## config.mk

```make
export PLATFORM = sky130hd
export DESIGN_NAME = pipe_hazard_ctrl
export DESIGN_NICKNAME = d
export VERILOG_FILES = /design/src/rtl/pipe_hazard_ctrl.sv
export SDC_FILE = /design/constraint.sdc
export NUM_CORES = 1
export LEC_CHECK = 0
export BUFFER_PORTS_ARGS = -buffer_cell sky130_fd_sc_hd__buf_2
export CAP_MARGIN = 20
export CORE_ASPECT_RATIO = 0.6
export CORE_MARGIN = 2
export CORE_UTILIZATION = 45
export DETAILED_ROUTE_END_ITERATION = 12
export GPL_ROUTABILITY_DRIVEN = 0
export PLACE_DENSITY = 0.71
export SYNTH_ARGS = -nofsm -noshare
export SYNTH_HDL_FRONTEND = slang
export SYNTH_SLANG_ARGS = --single-unit
```

## constraint.sdc

```tcl
create_clock -name clock -period 2.5 [get_ports clock]
set_input_delay 0 -clock clock [delete_from_list [all_inputs] [get_ports clock]]
set_output_delay 0 -clock clock [all_outputs]
set_load 0.01 [all_outputs]
```

## src/rtl/pipe_hazard_ctrl.sv

```systemverilog
// ---------------------------------------------------------------------------
// pipe_hazard_ctrl
//
// Central stall/flush sequencer for the 5-stage pipeline. Each cycle it decides
// whether PC and IF/ID advance, whether ID injects a bubble into ID/EX,
// whether IF/ID is flushed after a taken control transfer, and whether the
// whole pipeline freezes while a data-memory access is outstanding. A small
// FSM times memory waits and latches a sticky error on timeout. Two saturating
// counters keep stall and flush statistics.
//
// Parameters:
//   DELAY_SLOT  1 = architected branch delay slot (never flush IF/ID),
//               0 = flush IF/ID on a taken branch/jump
//   TIMEOUT     memory-wait cycles before entering ERR (2..65535)
//   CNT_W       width of the statistics counters
//
// Ports:
//   clock, reset            rising-edge clock, synchronous active-high reset
//   id_rs, id_rt            source register fields of the ID instruction
//   id_use_rs, id_use_rt    ID instruction actually reads rs / rt
//   ewreg, em2reg, ern      EX instruction writes RF / is a load / dest reg
//   pcsource                next-PC select; nonzero = taken branch or jump
//   mem_req, mem_ready      MEM-stage access request / completion
//   wpcir                   1 = PC and IF/ID load
//   id_bubble               1 = zero the ID/EX control signals
//   ifid_flush              1 = IF/ID loads a NOP
//   pipe_hold               1 = freeze PC and all pipeline registers
//   mem_err                 sticky memory-timeout error (registered)
//   stall_cnt, flush_cnt    saturating statistics (registered)
// ---------------------------------------------------------------------------
module pipe_hazard_ctrl #(
    parameter int DELAY_SLOT = 1,
    parameter int TIMEOUT    = 64,
    parameter int CNT_W      = 16
) (
    input  logic             clock,
    input  logic             reset,
    input  logic [4:0]       id_rs,
    input  logic [4:0]       id_rt,
    input  logic             id_use_rs,
    input  logic             id_use_rt,
    input  logic             ewreg,
    input  logic             em2reg,
    input  logic [4:0]       ern,
    input  logic [1:0]       pcsource,
    input  logic             mem_req,
    input  logic             mem_ready,
    output logic             wpcir,
    output logic             id_bubble,
    output logic             ifid_flush,
    output logic             pipe_hold,
    output logic             mem_err,
    output logic [CNT_W-1:0] stall_cnt,
    output logic [CNT_W-1:0] flush_cnt
);

    typedef enum logic [1:0] {
        RUN     = 2'd0,
        MEMWAIT = 2'd1,
        ERR     = 2'd2
    } state_t;

    // Flushing is only meaningful without an architected delay slot.
    localparam bit          FLUSH_EN  = (DELAY_SLOT == 0);
    // wait_cnt is 1 on the first MEMWAIT cycle, so hitting TIMEOUT-1 there
    // means TIMEOUT hold cycles have elapsed including the current one.
    localparam logic [15:0] WAIT_LAST = 16'(TIMEOUT - 1);
    localparam logic [CNT_W-1:0] CNT_MAX = '1;

    state_t      state;
    logic [15:0] wait_cnt;

    logic memwait;
    logic lduse;
    logic taken;

    // ------------------------------------------------------------------
    // Hazard detection
    // ------------------------------------------------------------------
    assign memwait = mem_req & ~mem_ready;

    // $0 is never a real producer, so a load targeting it creates no hazard.
    assign lduse = ewreg & em2reg & (ern != 5'd0) &
                   ((id_use_rs & (ern == id_rs)) |
                    (id_use_rt & (ern == id_rt)));

    assign taken = (pcsource != 2'b00);

    // ------------------------------------------------------------------
    // Pipeline control, fixed priority: ERR > memwait > lduse > taken.
    // Purely combinational so a hazard costs no extra cycle. A taken
    // indication during a load-use stall is dropped: the branch is
    // re-resolved after the stall with forwarded operands.
    // ------------------------------------------------------------------
    always_comb begin
        wpcir      = 1'b1;
        id_bubble  = 1'b0;
        ifid_flush = 1'b0;
        pipe_hold  = 1'b0;
        if (reset) begin
            wpcir     = 1'b0;
            id_bubble = 1'b1;
        end else if (state == ERR) begin
            pipe_hold = 1'b1;
            wpcir     = 1'b0;
            id_bubble = 1'b1;
        end else if (memwait) begin
            // Whole pipe frozen: ID/EX keeps its contents, no bubble.
            pipe_hold = 1'b1;
            wpcir     = 1'b0;
        end else if (lduse) begin
            wpcir     = 1'b0;
            id_bubble = 1'b1;
        end else if (taken && FLUSH_EN) begin
            ifid_flush = 1'b1;
        end
    end

    // ------------------------------------------------------------------
    // Memory-wait timeout FSM. The hold itself comes from memwait, so the
    // cycle mem_ready arrives is already released; the FSM only tracks time.
    // ------------------------------------------------------------------
    always_ff @(posedge clock) begin
        if (reset) begin
            state    <= RUN;
            wait_cnt <= 16'd0;
            mem_err  <= 1'b0;
        end else begin
            case (state)
                RUN: begin
                    if (memwait) begin
                        state    <= MEMWAIT;
                        wait_cnt <= 16'd1;
                    end
                end
                MEMWAIT: begin
                    // Covers both completion and an abandoned request.
                    if (!memwait) begin
                        state    <= RUN;
                        wait_cnt <= 16'd0;
                    end else if (wait_cnt == WAIT_LAST) begin
                        state   <= ERR;
                        mem_err <= 1'b1;
                    end else begin
                        wait_cnt <= wait_cnt + 16'd1;
                    end
                end
                ERR: begin
                    mem_err <= 1'b1;
                end
                default: begin
                    state    <= RUN;
                    wait_cnt <= 16'd0;
                end
            endcase
        end
    end

    // ------------------------------------------------------------------
    // Saturating statistics counters
    // ------------------------------------------------------------------
    always_ff @(posedge clock) begin
        if (reset) begin
            stall_cnt <= '0;
            flush_cnt <= '0;
        end else begin
            if (!wpcir && stall_cnt != CNT_MAX)
                stall_cnt <= stall_cnt + 1'b1;
            if (ifid_flush && flush_cnt != CNT_MAX)
                flush_cnt <= flush_cnt + 1'b1;
        end
    end

endmodule

```

Word-level counts from Yosys, hierarchy flattened
Index checks and enable logic that the tools add are counted.
{"block": "op_classes", "n_bitwise": 9, "n_eq_ne": 11, "n_mux": 22, "n_reduce_logical": 8, "addsub": 2}
{"cell": "$mux W16", "n": 3}
{"cell": "$pmux W16 S3", "n": 1}
{"cell": "$add A16 B1 Y16 const B", "n": 2}
{"cell": "$eq A16 B6 Y1 const B", "n": 1}
{"cell": "$ne A16 B16 Y1 const B", "n": 1}
{"cell": "$mux W1", "n": 13}
{"cell": "$eq A5 B5 Y1", "n": 2}
{"cell": "$reduce_and A3 Y1", "n": 3}
{"cell": "$and A1 B1 Y1", "n": 6}
{"cell": "$mux W2", "n": 3}
{"cell": "$ne A2 B2 Y1 const B", "n": 3}
{"cell": "$ne A3 B3 Y1 const B", "n": 2}
{"cell": "$pmux W2 S3", "n": 1}
{"cell": "$reduce_bool A5 Y1", "n": 1}
{"cell": "$eq A2 B1 Y1 const B", "n": 1}
{"cell": "$eq A2 B2 Y1 const B", "n": 1}
{"cell": "$logic_not A2 Y1", "n": 1}
{"cell": "$not A1 Y1", "n": 2}
{"cell": "$pmux W1 S2", "n": 1}
{"cell": "$reduce_bool A2 Y1", "n": 1}
{"cell": "$logic_and A1 B1 Y1", "n": 1}
{"cell": "$logic_not A1 Y1", "n": 1}
{"cell": "$or A1 B1 Y1", "n": 1}
{"block": "totals", "output_inout_bits": 37, "in_bits": 25, "reg_bits": 35, "elab_cells": 56}

Logic depth before layout (Yosys ltp)
{"block": "logic_depth", "ltp_word": 10, "mapped_depth": 8, "ltp_nobuf": 6}

Worst setup path after synthesis
OpenSTA, ideal clock, no wires.
{"block": "synth_timing", "kind": "reg2reg", "start": "reg stall_cnt[0]", "end": "reg stall_cnt[11]", "required_ps": 2379, "stages_incl_launch_ff": 9, "slack_ps": 309, "t_arrival_ps": 2070, "setup_ps": 121, "synth_period_minus_slack_ps": 2191, "path_buffers": 2, "path_cell_list": "dfxtp_1 -> ha_1 -> and3_1 -> buf_6 -> and3_4 -> or3_1 -> buf_2 -> nor3b_1 -> mux2_2"}
{"block": "synth_between", "elab_chain_cells": 2, "word_cells_on_any_way": 3, "classes_between": "add/sub: 1; eq/ne: 1; reduce/logical: 1"}
{"element": "start, declared", "line_no": "53", "source": "output logic [CNT_W-1:0] stall_cnt,"}
{"element": "start signal, assigned", "line_no": "168", "source": "stall_cnt <= stall_cnt + 1'b1;"}
{"element": "branches (longest 2 deep; another with $add A16 B1 Y16)"}
Parallel ways; which one is timed is not known.
A chain may end at the register's enable or synchronous reset.

Final worst setup path
Same ends and word-level chain as after synthesis.

==> flow_summary.yaml <==
status:
  outcome: "completed"
sta:
  rsz0062_at_grt: "no"
  relSlewSlack_pct: 55.74
  skew_ns: 0.003914
  finalHoldViolations: 0
  final_max_slew_viol_count: 0
  worst_pin_slew_ns: 0.6639
  hold_slack_ns: 0.1799
  period_share_pct: 92.03
  setup-tns-final_ns: 0
  fmax_ghz: 0.4347
  setup_viol: 0
  min_period_ns: 2.301
  setup_ws_ns: 0.1994
routing:
  vias_per_cell: 5.077
  drt-initial-drc-count: 79
  drt-total-wl_mm: 4.323
  drtAntennaViolNets: 0
  first_pass_iters: 4
  vias: 1843
  wl_per_cell_um: 11.91
  drc: 0
yosys:
  synth_area_um2: 2122
  synth.ff_latch_count: 35
  ys_warn_count: 0
  synthArstFlopShare_pct: 0
  synthCells: 258
  synth_edf_count: 0
  ys_types: 44
  syn_area_per_cell_um2: 8.225
  seq_area_frac_synth_pct: 33.02
  synthFlopType: "dfxtp_1"
die:
  die_width_um: 92.66
  die_h_um: 57.19
  core-area_um2: 4564
  num_rows: 19
  die-area_um2: 5299
  start_util_pct: 46.49
  io-pin-count: 62
critical_path:
  crit_required_ns: 2.67
  setup.worst_path.start_class: "flop"
  cp_cell_sequence: "ha_1 > and3_1 > and3_4 > or3_1 > nor3b_1 > mux2_2"
  cp_max_fo: 7
  crit_type: "flop to flop"
  crit_path_end_kind: "flop"
  slowest_delay_ns: 0.45
  path_delay_family: "simple AND/OR/NAND/NOR gates"
  crit_arrival_ns: 2.47
  cp_slowest_cell: "or3_1"
  path_buf_inv: 0
cells_and_area:
  fillCellCount: 449
  finish.instance_area_um2: 2417
  finalCoreUtilization_pct: 52.96
  layout_commonest_cell: "buf_2"
  drive_gt1_share_pct: 21.00
  num_antenna_cells: 0
  layout_common_cells: "buf_2, dfxtp_1, nor2_1, conb_1, xnor2_1"
  area_growth_pct: 13.92
  fin_nets: 326
place:
  place_ws_ns: 0.2356
  portBuffers: 42
  placed_area_um2: 2317
  hpwlAfterDp_mm: 3.203
grt:
  grt_pass1_vias: 1533
  track_usage_pct: 16.36
  grt_pass1_wl_mm: 6.948
  grt_max_degree: 35
  antenna_found_initial: 0
  grt_overflow_total: 0
cts:
  insertion_delay_ns: 0.28
  clock-sinks: 35
  cts_tree: "built"
  post_cts_resized: 0
  cts-root-buf: "clkbuf_8"
  numCtsBuffers: 5
  ctsHoldBuffers: 0
  post_cts_buffers: 0
  path_clk_slew_ns: 0.07
  clock_path_buffers: 2
  htreeDepth: 2
power:
  peakVddDrop_uv: 293.7
  pwr_density_cell_nw_per_um2: 471.7
  total_leakage_power_uw: 0.0009781
flow_run:
  maxCapViolations: 0
min_path:
  hp-class: "primary input to flop"
==> final timing paths <==
kind,start,endpoint,slack (ns),cells past startpoint
max,stall_cnt[0],stall_cnt[11],0.20,6
min,mem_ready,wait_cnt[0],0.18,4
max reg2reg,stall_cnt[0],stall_cnt[11],0.20,6
min reg2reg,mem_err,mem_err,0.46,2
==> synth_stat cells (3+ instances only) <==
master    number  area (um2)
nor2_1        34       127.6
xnor2_1       16       140.1
nor3_1         4       20.02
clkbuf_1       7       26.28
dfxtp_1       35       700.7
and4_1         3       26.28
or3_1         10       62.56
nand2b_1       4       25.02
nand4_1        6       37.54
nor2b_1        8       50.05
o21ai_0        9       45.04
buf_4         17       127.6
and3_1         6       37.54
mux2_1         3       33.78
nand3_1       13       65.06
inv_1          5       18.77
nor4_1         3       18.77
xor2_1         9       78.83
nand2_1       12       45.04
buf_6          3       33.78
a31oi_1        5       31.28
a21oi_1       14       70.07
nor3b_1        6       45.04
==> sequential cells by signal, summed over array words and instances (netlist names) <==
| name | count |
|---|---|
| mem_err | 1 |
| stall_cnt | 16 |
| state | 2 |
| wait_cnt | 16 |
==> kinds of logic after synthesis <==
| family | synth area share (%) |
|---|---|
| flip-flops | 33.02 |
| other | 0.1767 |
| buffers and inverters | 10.14 |
| AO/OA/AOI/OAI | 12.03 |
| adder cells (fa/ha/maj) | 1.179 |
| multiplexers | 3.597 |
| XOR/XNOR | 10.32 |
| AND/OR/NAND/NOR | 29.54 |
==> stage by stage <==
stage / std cells / power [uW]
6_report: 363 / 1140
5_1_grt: 363 / 1200
2_1_floorplan: 274 / 681.2
3_3_place_gp: 355 / 702.1
3_5_place_dp: 355 / 704.6
4_1_cts: 363 / 1154
==> layout make-up <==
class / instances / area, um2 / area share (%)
repair buffers: 47 / 247.7 / 10.25
well taps: 63 / 78.83 / 3.261
inverters: 5 / 18.77 / 0.7764
clock buffers: 8 / 100.1 / 4.141
flip-flops and latches: 35 / 700.7 / 28.99
multi-input cells: 205 / 1271 / 52.59
==> where the power goes <==
| group | total [uW] | switching, uW | internal (uW) |
|---|---|---|---|
| clock | 447 | 195 | 251 |
| combinational | 126 | 74.6 | 51.2 |
| sequential | 568 | 5.36 | 562 |
==> worst min-delay path, cell delays in order <==
cell     delay (ns)
buf_2          0.10
nor3b_2        0.09
a21oi_1        0.17
nor2_1         0.05
==> routing by layer <==
metal / share of wire (%) / up-vias / track usage, %
li1: - / 951 / -
met1: 55 / 823 / 24.41
met4: 0.32 / 0 / 2.521
met2: 37 / 67 / 22.73
met3: 8.2 / 2 / 6.341
met5: 0 / - / 0
(Power assumes the default switching activity.)
